--- src/rtl/mag_sqrt_engine.sv ---
// mag_sqrt_engine: vector magnitude unit.
// Squares N_CH components one per cycle through a single multiplier, sums
// them into an accumulator, then extracts the integer square root one
// result bit per cycle (restoring digit-by-digit method).
// Optional feature macro: MAG_ROUND_EN (round-to-nearest on out_data).
// Without it out_data is floor(sqrt(S)) and no rounding logic is built.
// out_rem is always the floor remainder S - floor(sqrt(S))^2.
module mag_sqrt_engine #(
    parameter  int IN_W      = 8,
    parameter  int N_CH      = 2,
    parameter  int SIGNED_IN = 0,
    localparam int SS_W      = 2*IN_W + $clog2(N_CH),
    localparam int OUT_W     = (SS_W + 1) / 2
) (
    input  logic                   clk,
    input  logic                   rst,
    input  logic                   in_valid,
    output logic                   in_ready,
    input  logic [N_CH*IN_W-1:0]   in_data,
    output logic                   out_valid,
    input  logic                   out_ready,
    output logic [OUT_W-1:0]       out_data,
    output logic [OUT_W:0]         out_rem,
    output logic                   busy
);

    localparam int CH_W  = (N_CH > 1)  ? $clog2(N_CH)  : 1;
    localparam int BC_W  = (OUT_W > 1) ? $clog2(OUT_W) : 1;
    localparam int PAD_W = 2*OUT_W;
    localparam int SQ_W  = 2*IN_W;
    localparam int TR_W  = OUT_W + 3;

    typedef enum logic [1:0] {
        ST_IDLE = 2'd0,
        ST_ACC  = 2'd1,
        ST_ROOT = 2'd2,
        ST_DONE = 2'd3
    } state_t;

    // State and datapath registers with their next-state values
    state_t                 state_q,     state_d;
    logic [N_CH*IN_W-1:0]   in_lat_q,    in_lat_d;
    logic [SS_W-1:0]        acc_q,       acc_d;
    logic [CH_W-1:0]        ch_cnt_q,    ch_cnt_d;
    logic [OUT_W-1:0]       root_q,      root_d;
    logic [OUT_W:0]         rem_q,       rem_d;
    logic [BC_W-1:0]        bit_cnt_q,   bit_cnt_d;
    logic [OUT_W-1:0]       out_data_q,  out_data_d;
    logic [OUT_W:0]         out_rem_q,   out_rem_d;
    logic                   in_ready_q;
    logic                   out_valid_q;
    logic                   busy_q;

    // Datapath intermediates
    logic [IN_W-1:0]        comp_s;
    logic [IN_W-1:0]        mag_s;
    logic [SQ_W-1:0]        sq_s;
    logic [PAD_W-1:0]       acc_pad_s;
    logic [1:0]             pair_s;
    logic [TR_W-1:0]        rem_trial_s;
    logic [TR_W-1:0]        trial_s;
    logic [TR_W-1:0]        diff_s;
    logic [OUT_W-1:0]       root_step_s;
    logic [OUT_W:0]         rem_step_s;
    logic [OUT_W-1:0]       rounded_s;

    // Select the current channel and take its magnitude (absolute value in signed mode)
    always_comb begin
        comp_s = in_lat_q[int'(ch_cnt_q)*IN_W +: IN_W];
        mag_s  = comp_s;
        if ((SIGNED_IN != 0) && comp_s[IN_W-1]) begin
            // Most-negative value wraps to 2^(IN_W-1), which is its correct unsigned magnitude
            mag_s = ~comp_s + {{(IN_W-1){1'b0}}, 1'b1};
        end else begin
            mag_s = comp_s;
        end
        sq_s = SQ_W'(mag_s) * SQ_W'(mag_s);
    end

    // One restoring square-root step: bring down the next radicand bit pair and try root*4+1
    always_comb begin
        acc_pad_s   = PAD_W'(acc_q);
        pair_s      = acc_pad_s[2*int'(bit_cnt_q) +: 2];
        rem_trial_s = {rem_q, pair_s};
        trial_s     = {1'b0, root_q, 2'b01};
        diff_s      = rem_trial_s - trial_s;
        if (rem_trial_s >= trial_s) begin
            root_step_s = {root_q[OUT_W-2:0], 1'b1};
            rem_step_s  = diff_s[OUT_W:0];
        end else begin
            root_step_s = {root_q[OUT_W-2:0], 1'b0};
            rem_step_s  = rem_trial_s[OUT_W:0];
        end
    end

`ifdef MAG_ROUND_EN
    // Round to nearest: sqrt(S) >= r + 0.5 exactly when the floor remainder exceeds r
    always_comb begin
        if (rem_step_s > {1'b0, root_step_s}) begin
            if (&root_step_s) begin
                rounded_s = root_step_s;
            end else begin
                rounded_s = root_step_s + {{(OUT_W-1){1'b0}}, 1'b1};
            end
        end else begin
            rounded_s = root_step_s;
        end
    end
`else
    // Truncating build: the result is the floor root
    always_comb begin
        rounded_s = root_step_s;
    end
`endif

    // Next-state and datapath-update logic for the IDLE/ACC/ROOT/DONE sequence
    always_comb begin
        state_d    = state_q;
        in_lat_d   = in_lat_q;
        acc_d      = acc_q;
        ch_cnt_d   = ch_cnt_q;
        root_d     = root_q;
        rem_d      = rem_q;
        bit_cnt_d  = bit_cnt_q;
        out_data_d = out_data_q;
        out_rem_d  = out_rem_q;
        case (state_q)
            ST_IDLE: begin
                if (in_valid && in_ready_q) begin
                    in_lat_d = in_data;
                    acc_d    = {SS_W{1'b0}};
                    ch_cnt_d = {CH_W{1'b0}};
                    state_d  = ST_ACC;
                end else begin
                    state_d  = ST_IDLE;
                end
            end
            ST_ACC: begin
                acc_d = acc_q + SS_W'(sq_s);
                if (ch_cnt_q == CH_W'(N_CH - 1)) begin
                    root_d    = {OUT_W{1'b0}};
                    rem_d     = {(OUT_W+1){1'b0}};
                    bit_cnt_d = BC_W'(OUT_W - 1);
                    state_d   = ST_ROOT;
                end else begin
                    ch_cnt_d  = ch_cnt_q + {{(CH_W-1){1'b0}}, 1'b1};
                end
            end
            ST_ROOT: begin
                root_d = root_step_s;
                rem_d  = rem_step_s;
                if (bit_cnt_q == {BC_W{1'b0}}) begin
                    out_data_d = rounded_s;
                    out_rem_d  = rem_step_s;
                    state_d    = ST_DONE;
                end else begin
                    bit_cnt_d  = bit_cnt_q - {{(BC_W-1){1'b0}}, 1'b1};
                end
            end
            ST_DONE: begin
                if (out_ready) begin
                    state_d = ST_IDLE;
                end else begin
                    state_d = ST_DONE;
                end
            end
            default: begin
                state_d = ST_IDLE;
            end
        endcase
    end

    // State, datapath and registered-output update with synchronous reset
    always_ff @(posedge clk) begin
        if (rst) begin
            state_q     <= ST_IDLE;
            in_lat_q    <= {(N_CH*IN_W){1'b0}};
            acc_q       <= {SS_W{1'b0}};
            ch_cnt_q    <= {CH_W{1'b0}};
            root_q      <= {OUT_W{1'b0}};
            rem_q       <= {(OUT_W+1){1'b0}};
            bit_cnt_q   <= {BC_W{1'b0}};
            out_data_q  <= {OUT_W{1'b0}};
            out_rem_q   <= {(OUT_W+1){1'b0}};
            in_ready_q  <= 1'b0;
            out_valid_q <= 1'b0;
            busy_q      <= 1'b0;
        end else begin
            state_q     <= state_d;
            in_lat_q    <= in_lat_d;
            acc_q       <= acc_d;
            ch_cnt_q    <= ch_cnt_d;
            root_q      <= root_d;
            rem_q       <= rem_d;
            bit_cnt_q   <= bit_cnt_d;
            out_data_q  <= out_data_d;
            out_rem_q   <= out_rem_d;
            in_ready_q  <= (state_d == ST_IDLE);
            out_valid_q <= (state_d == ST_DONE);
            busy_q      <= (state_d != ST_IDLE);
        end
    end

    assign in_ready  = in_ready_q;
    assign out_valid = out_valid_q;
    assign out_data  = out_data_q;
    assign out_rem   = out_rem_q;
    assign busy      = busy_q;

endmodule

--- config.mk ---
export PLATFORM = sky130hd
export DESIGN_NAME = mag_sqrt_engine
export DESIGN_NICKNAME = d
export VERILOG_FILES = /design/src/rtl/mag_sqrt_engine.sv
export SDC_FILE = /design/constraint.sdc
export NUM_CORES = 1
export LEC_CHECK = 0
export BUFFER_PORTS_ARGS = -buffer_cell sky130_fd_sc_hd__buf_4
export CAP_MARGIN = 30
export CORE_UTILIZATION = 62
export CTS_CLUSTER_SIZE = 24
export DETAILED_ROUTE_END_ITERATION = 8
export GPL_TIMING_DRIVEN = 1
export PLACE_DENSITY = 0.85
export SLEW_MARGIN = 25
export SYNTH_ARGS = -nofsm -noshare
export SYNTH_HDL_FRONTEND = slang
export SYNTH_SLANG_ARGS = --single-unit
--- constraint.sdc ---
create_clock -name clk -period 7.5 [get_ports clk]
set_clock_uncertainty 0.15 [all_clocks]
set_input_delay 1.125 -clock clk [delete_from_list [all_inputs] [get_ports clk]]
set_output_delay 1.125 -clock clk [all_outputs]
set_load 0.01 [all_outputs]
* Yosys cells after proc, flatten, opt, wreduce, memory -nomap -nowiden
Cells that the tools add are included.
Storage, ports and cells: bits in registers 81, output and inout bits 22
Operators by class: add/sub/neg operators 4, multiply operators 1, magnitude comparators 1, equal/unequal tests 7, shifts and indexed selects 2, muxes and demuxes 19, reductions and logical operators 12
Operators with widths (count):
- case mux 17 bit (2 select lines) | 1
- 2-to-1 mux 10 bit | 2
- case mux 10 bit (2 select lines) | 1
- case mux 9 bit (2 select lines) | 1
- variable part select 18 x 6 -> 2 bit | 1
- adder 17 x 16 -> 17 bit | 1
- 2-to-1 mux 17 bit | 1
- multiplier 8 x 8 -> 16 bit | 1
- variable part select 16 x 5 -> 8 bit | 1
- greater-or-equal comparator 12 x 11 -> 1 bit | 1
- subtractor 10 bit | 1
- 2-to-1 mux 9 bit | 1
- 2-to-1 mux 4 bit | 2
- case mux 2 bit (4 select lines) | 1
- case mux 4 bit (2 select lines) | 1
- AND reduction 2 bit | 4
- equality test 2 bit (second input constant) | 3
- 2-to-1 mux 2 bit | 3
- != test 2 bit (second input constant) | 3
- nonzero test 2 bit | 3
- logical NOT 2 bit | 2
- logical NOT 4 bit | 1
- 2-to-1 mux 1 bit | 4
- subtractor 4 x 1 -> 4 bit (second input constant) | 1
- other kinds (5) | 5

* Logic depth before layout (Yosys ltp)
depth after elaboration 4, gate-level depth with buffers 20, mapped depth without buffers 19

* Worst setup path before layout
No wires, ideal clock.
kind reg2reg, from register ch_cnt_q, to register acc_q[16], arrival time 5104 ps, required time 7219 ps, path slack 2115 ps, stages on the path, launching flop included 18, cells stage by stage dfxtp_1 -> buf_1 -> mux2i_1 -> nor2_1 -> fa_1 -> fa_1 -> fa_1 -> inv_1 -> fa_1 -> inv_1 -> ha_1 -> a21oi_1 -> nand2_1 -> o21ai_0 -> a21oi_1 -> o31a_1 -> a211oi_1 -> a32oi_1
Between the ends: longest elaborated chain between the ends 4
Ends and longest elaborated chain:
- start, declared | RTL line 44 | logic [CH_W-1:0] ch_cnt_q, ch_cnt_d;
- start signal, assigned | RTL line 179 | ch_cnt_q <= {CH_W{1'b0}};
- start signal, assigned | RTL line 192 | ch_cnt_q <= ch_cnt_d;
- variable part select 16 x 5 -> 8 bit | RTL line 69 | comp_s = in_lat_q[int'(ch_cnt_q)*IN_W +: IN_W];
- multiplier 8 x 8 -> 16 bit | RTL line 77 | sq_s = SQ_W'(mag_s) * SQ_W'(mag_s);
- adder 17 x 16 -> 17 bit | RTL line 139 | acc_d = acc_q + SS_W'(sq_s);
- case mux 17 bit (2 select lines) | RTL line 127 | case (state_q)
- end signal, assigned | RTL line 178 | acc_q <= {SS_W{1'b0}};
- end, declared | RTL line 43 | logic [SS_W-1:0] acc_q, acc_d;
No other way between the ends. A chain may end at the register's enable or synchronous reset.

* Worst setup path after layout
Same ends and word-level chain as after synthesis.

==> metrics <==
Finished Cell Area=6490 µm²; ys async rst share=0%; gp weighted congestion=0.9182; largest area contributor in the netlist=dfxtp_1; Placement Setup Slack=1.539 ns; Clock Latency Late Sink=0.37 ns; min Tclk post-route=6.011 ns; DR pass1 iterations=5; top-count cell post-synth=inv_1; CTS buffer count=9; antenna diode count=0; Placed Instances=853; Die X=99.73 µm; Max VDD drop=0.1247 mV; Area growth syn-to-layout=9.592%; TritonCTS clock tree=yes; startpoint type of the worst setup path=flip-flop; largest net degree at the start of global routing=74; Synth Flop Type=dfxtp_1; Top Ports=42; CTS HTree Levels=3; cell count after synthesis=707; max-slew violation count=0; Antenna Nets Post-Route=0; WL/cell=15.64 µm; Filler cells=752; Synthesized Nets=~810; RSZ-0062 raised after global routing=no; Final WS setup=1.489 ns; list of most frequent post-synthesis cells=96 x inv_1, 84 x nand2_1, 81 x dfxtp_1; Max-Cap Viols=0; status=finished clean; initial antenna violation count=0; P_leak=2.929 nW; critical path class=flip-flop to flip-flop; layout cell share with drive strength beyond 1=10.80%; HP Class=flip-flop to flip-flop; Iteration-0 DRC Markers=368; share of the synthesized area in the top cell type=27.38%; fin crit share=between 80 and 90%; # hold bufs at CTS=0; vias in the first global route=4,854; die height=roughly 100 µm; CTS clock-pin slew for the worst setup and hold paths=0.10 ns; Arr. time, crit path=6.11 ns; Hold Vio Cnt, Final=0; Slew @ Worst Pin=0.8594 ns; final setup violation count=0; nets=between 800 and 900; clk sink count=81; max_slew headroom=42.59%; number of distinct library cells after synthesis=55; Synth area leaders=dfxtp_1 27%, fa_1 13%, ha_1 11%, inv_1 6.1%, a21oi_1 5.7%; Detail Placement HPWL=slightly above 10,000 µm; initial core utilization=between 60% and 70%; Resize count post-CTS=0; setup bufs post-CTS=0; Worst setup EP type=flip-flop; number of synthesized flops with an enable pin=0; Clock Path Buffers=2; post-route insts no fill=870; Port Buffers=41; register bit total from synthesis=81; Post-Place Cell Area=roughly 6300 µm²; DRT Wirelength=between 10,000 and 15,000 µm; CP Max Fanout=13; Fmax=between 0.15 and 0.2 GHz; pwr dens=174.1 nW/µm²; Vias/cell=5.733; gr usage total=29.20%; grt total ovfl=0; CP required=~7.6 ns; register area share after synthesis=roughly 27%; Ys Warns=0; Residual DRC=0; Syn Area/Cell=around 8.4 µm²; cell area after synthesis=between 5000 and 6000 µm²; post-route setup TNS=0 ns; core box area=slightly above 9000 µm²; Clock Tree Root=clkbuf_8; FP Rows=35; Via Count=4,988; global-route wire length before repair=22,780 µm; die area=9946 µm²
-- worst max-delay path, stage by stage (launching register included) --
cell and delay, ns:
dfxtp_1 0.70, mux2i_1 0.75, nor2_1 0.17, fa_1 0.64
fa_1 0.46, fa_1 0.54, inv_1 0.05, fa_1 0.52
inv_1 0.04, ha_1 0.34, a21oi_1 0.27, nand2_1 0.08
o21ai_0 0.36, a21oi_1 0.21, o31a_1 0.28, a211oi_1 0.20
a32oi_1 0.13
-- logic make-up after synthesis --
group | Yosys count | share of synthesized area (%)
AND/OR/NAND/NOR | 211 | 15.68
AO/OA/AOI/OAI | 158 | 17.33
buffers and inverters | 125 | 8.874
adder cells (fa/ha/maj) | 87 | 23.07
flip-flops | 81 | 27.38
XOR/XNOR | 23 | 3.402
multiplexers | 22 | 4.268
-- placed cells by master (no fill, tap or decap), types with 17 or more instances in the layout --
master,netlist,routed
a21oi_1,67,67
buf_4,1,46
dfxtp_1,81,81
fa_1,37,37
ha_1,50,50
inv_1,96,96
mux2i_1,17,17
nand2_1,84,84
nand3_1,17,17
nor2_1,66,66
o21ai_0,25,25
-- through the flow --
| step | hold slack (ns) | utilization (%) | power (mW) |
|---|---|---|---|
| floorplan | 0.2791 | - | 0.7049 |
| global placement | 0.2946 | 67.81 | 0.7730 |
| detailed placement | 0.2978 | 67.89 | 0.7827 |
| CTS | 0.3121 | 70.16 | 1.127 |
| global route | 0.3300 | 70.24 | 1.183 |
| finish | 0.3108 | 70.24 | 1.130 |
-- state kept, by name, indices dropped and copies added (netlist names) --
register,count
out_valid,1
acc_q,17
out_rem,10
in_lat_q,16
rem_q,10
in_ready,1
state_q,2
out_data,9
root_q,9
ch_cnt_q,1
busy,1
bit_cnt_q,4
-- report_power, final --
group,leakage [nW],internal [mW],switching (mW),total [mW]
logic,2.17,0.117,0.187,0.304
clock network,0.100,0.161,0.189,0.350
registers,0.655,0.452,0.0239,0.476
-- final timing paths --
path | cells after the start | slack [ns] | to | from
worst min register to register | 2 | 0.31 | out_data[3] | out_data[3]
worst min-delay path | 2 | 0.31 | out_data[3] | out_data[3]
worst max register to register | 16 | 1.49 | acc_q[16] | ch_cnt_q
worst max-delay path | 16 | 1.49 | acc_q[16] | ch_cnt_q
-- final cells by class --
class,count,area [µm²],area share (%)
Multi-Input combinational cell,501,3785,58.32
Sequential cell,81,1622,24.99
Inverter,96,360.3,5.552
Timing Repair Buffer,47,352.8,5.437
Tap cell,129,161.4,2.487
Clock buffer,9,123.9,1.909
Clock inverter,7,85.08,1.311
-- metal layers --
layer / vias up / part of all wire, % / GRT usage, %
li1: 2406 / - / -
met1: 2393 / 44 / 39.33
met2: 166 / 48 / 47.90
met3: 23 / 6.0 / 4.708
met4: 0 / 1.8 / 9.729
met5: - / 0 / 0
Note: power is estimated with default switching activity, not from simulation.
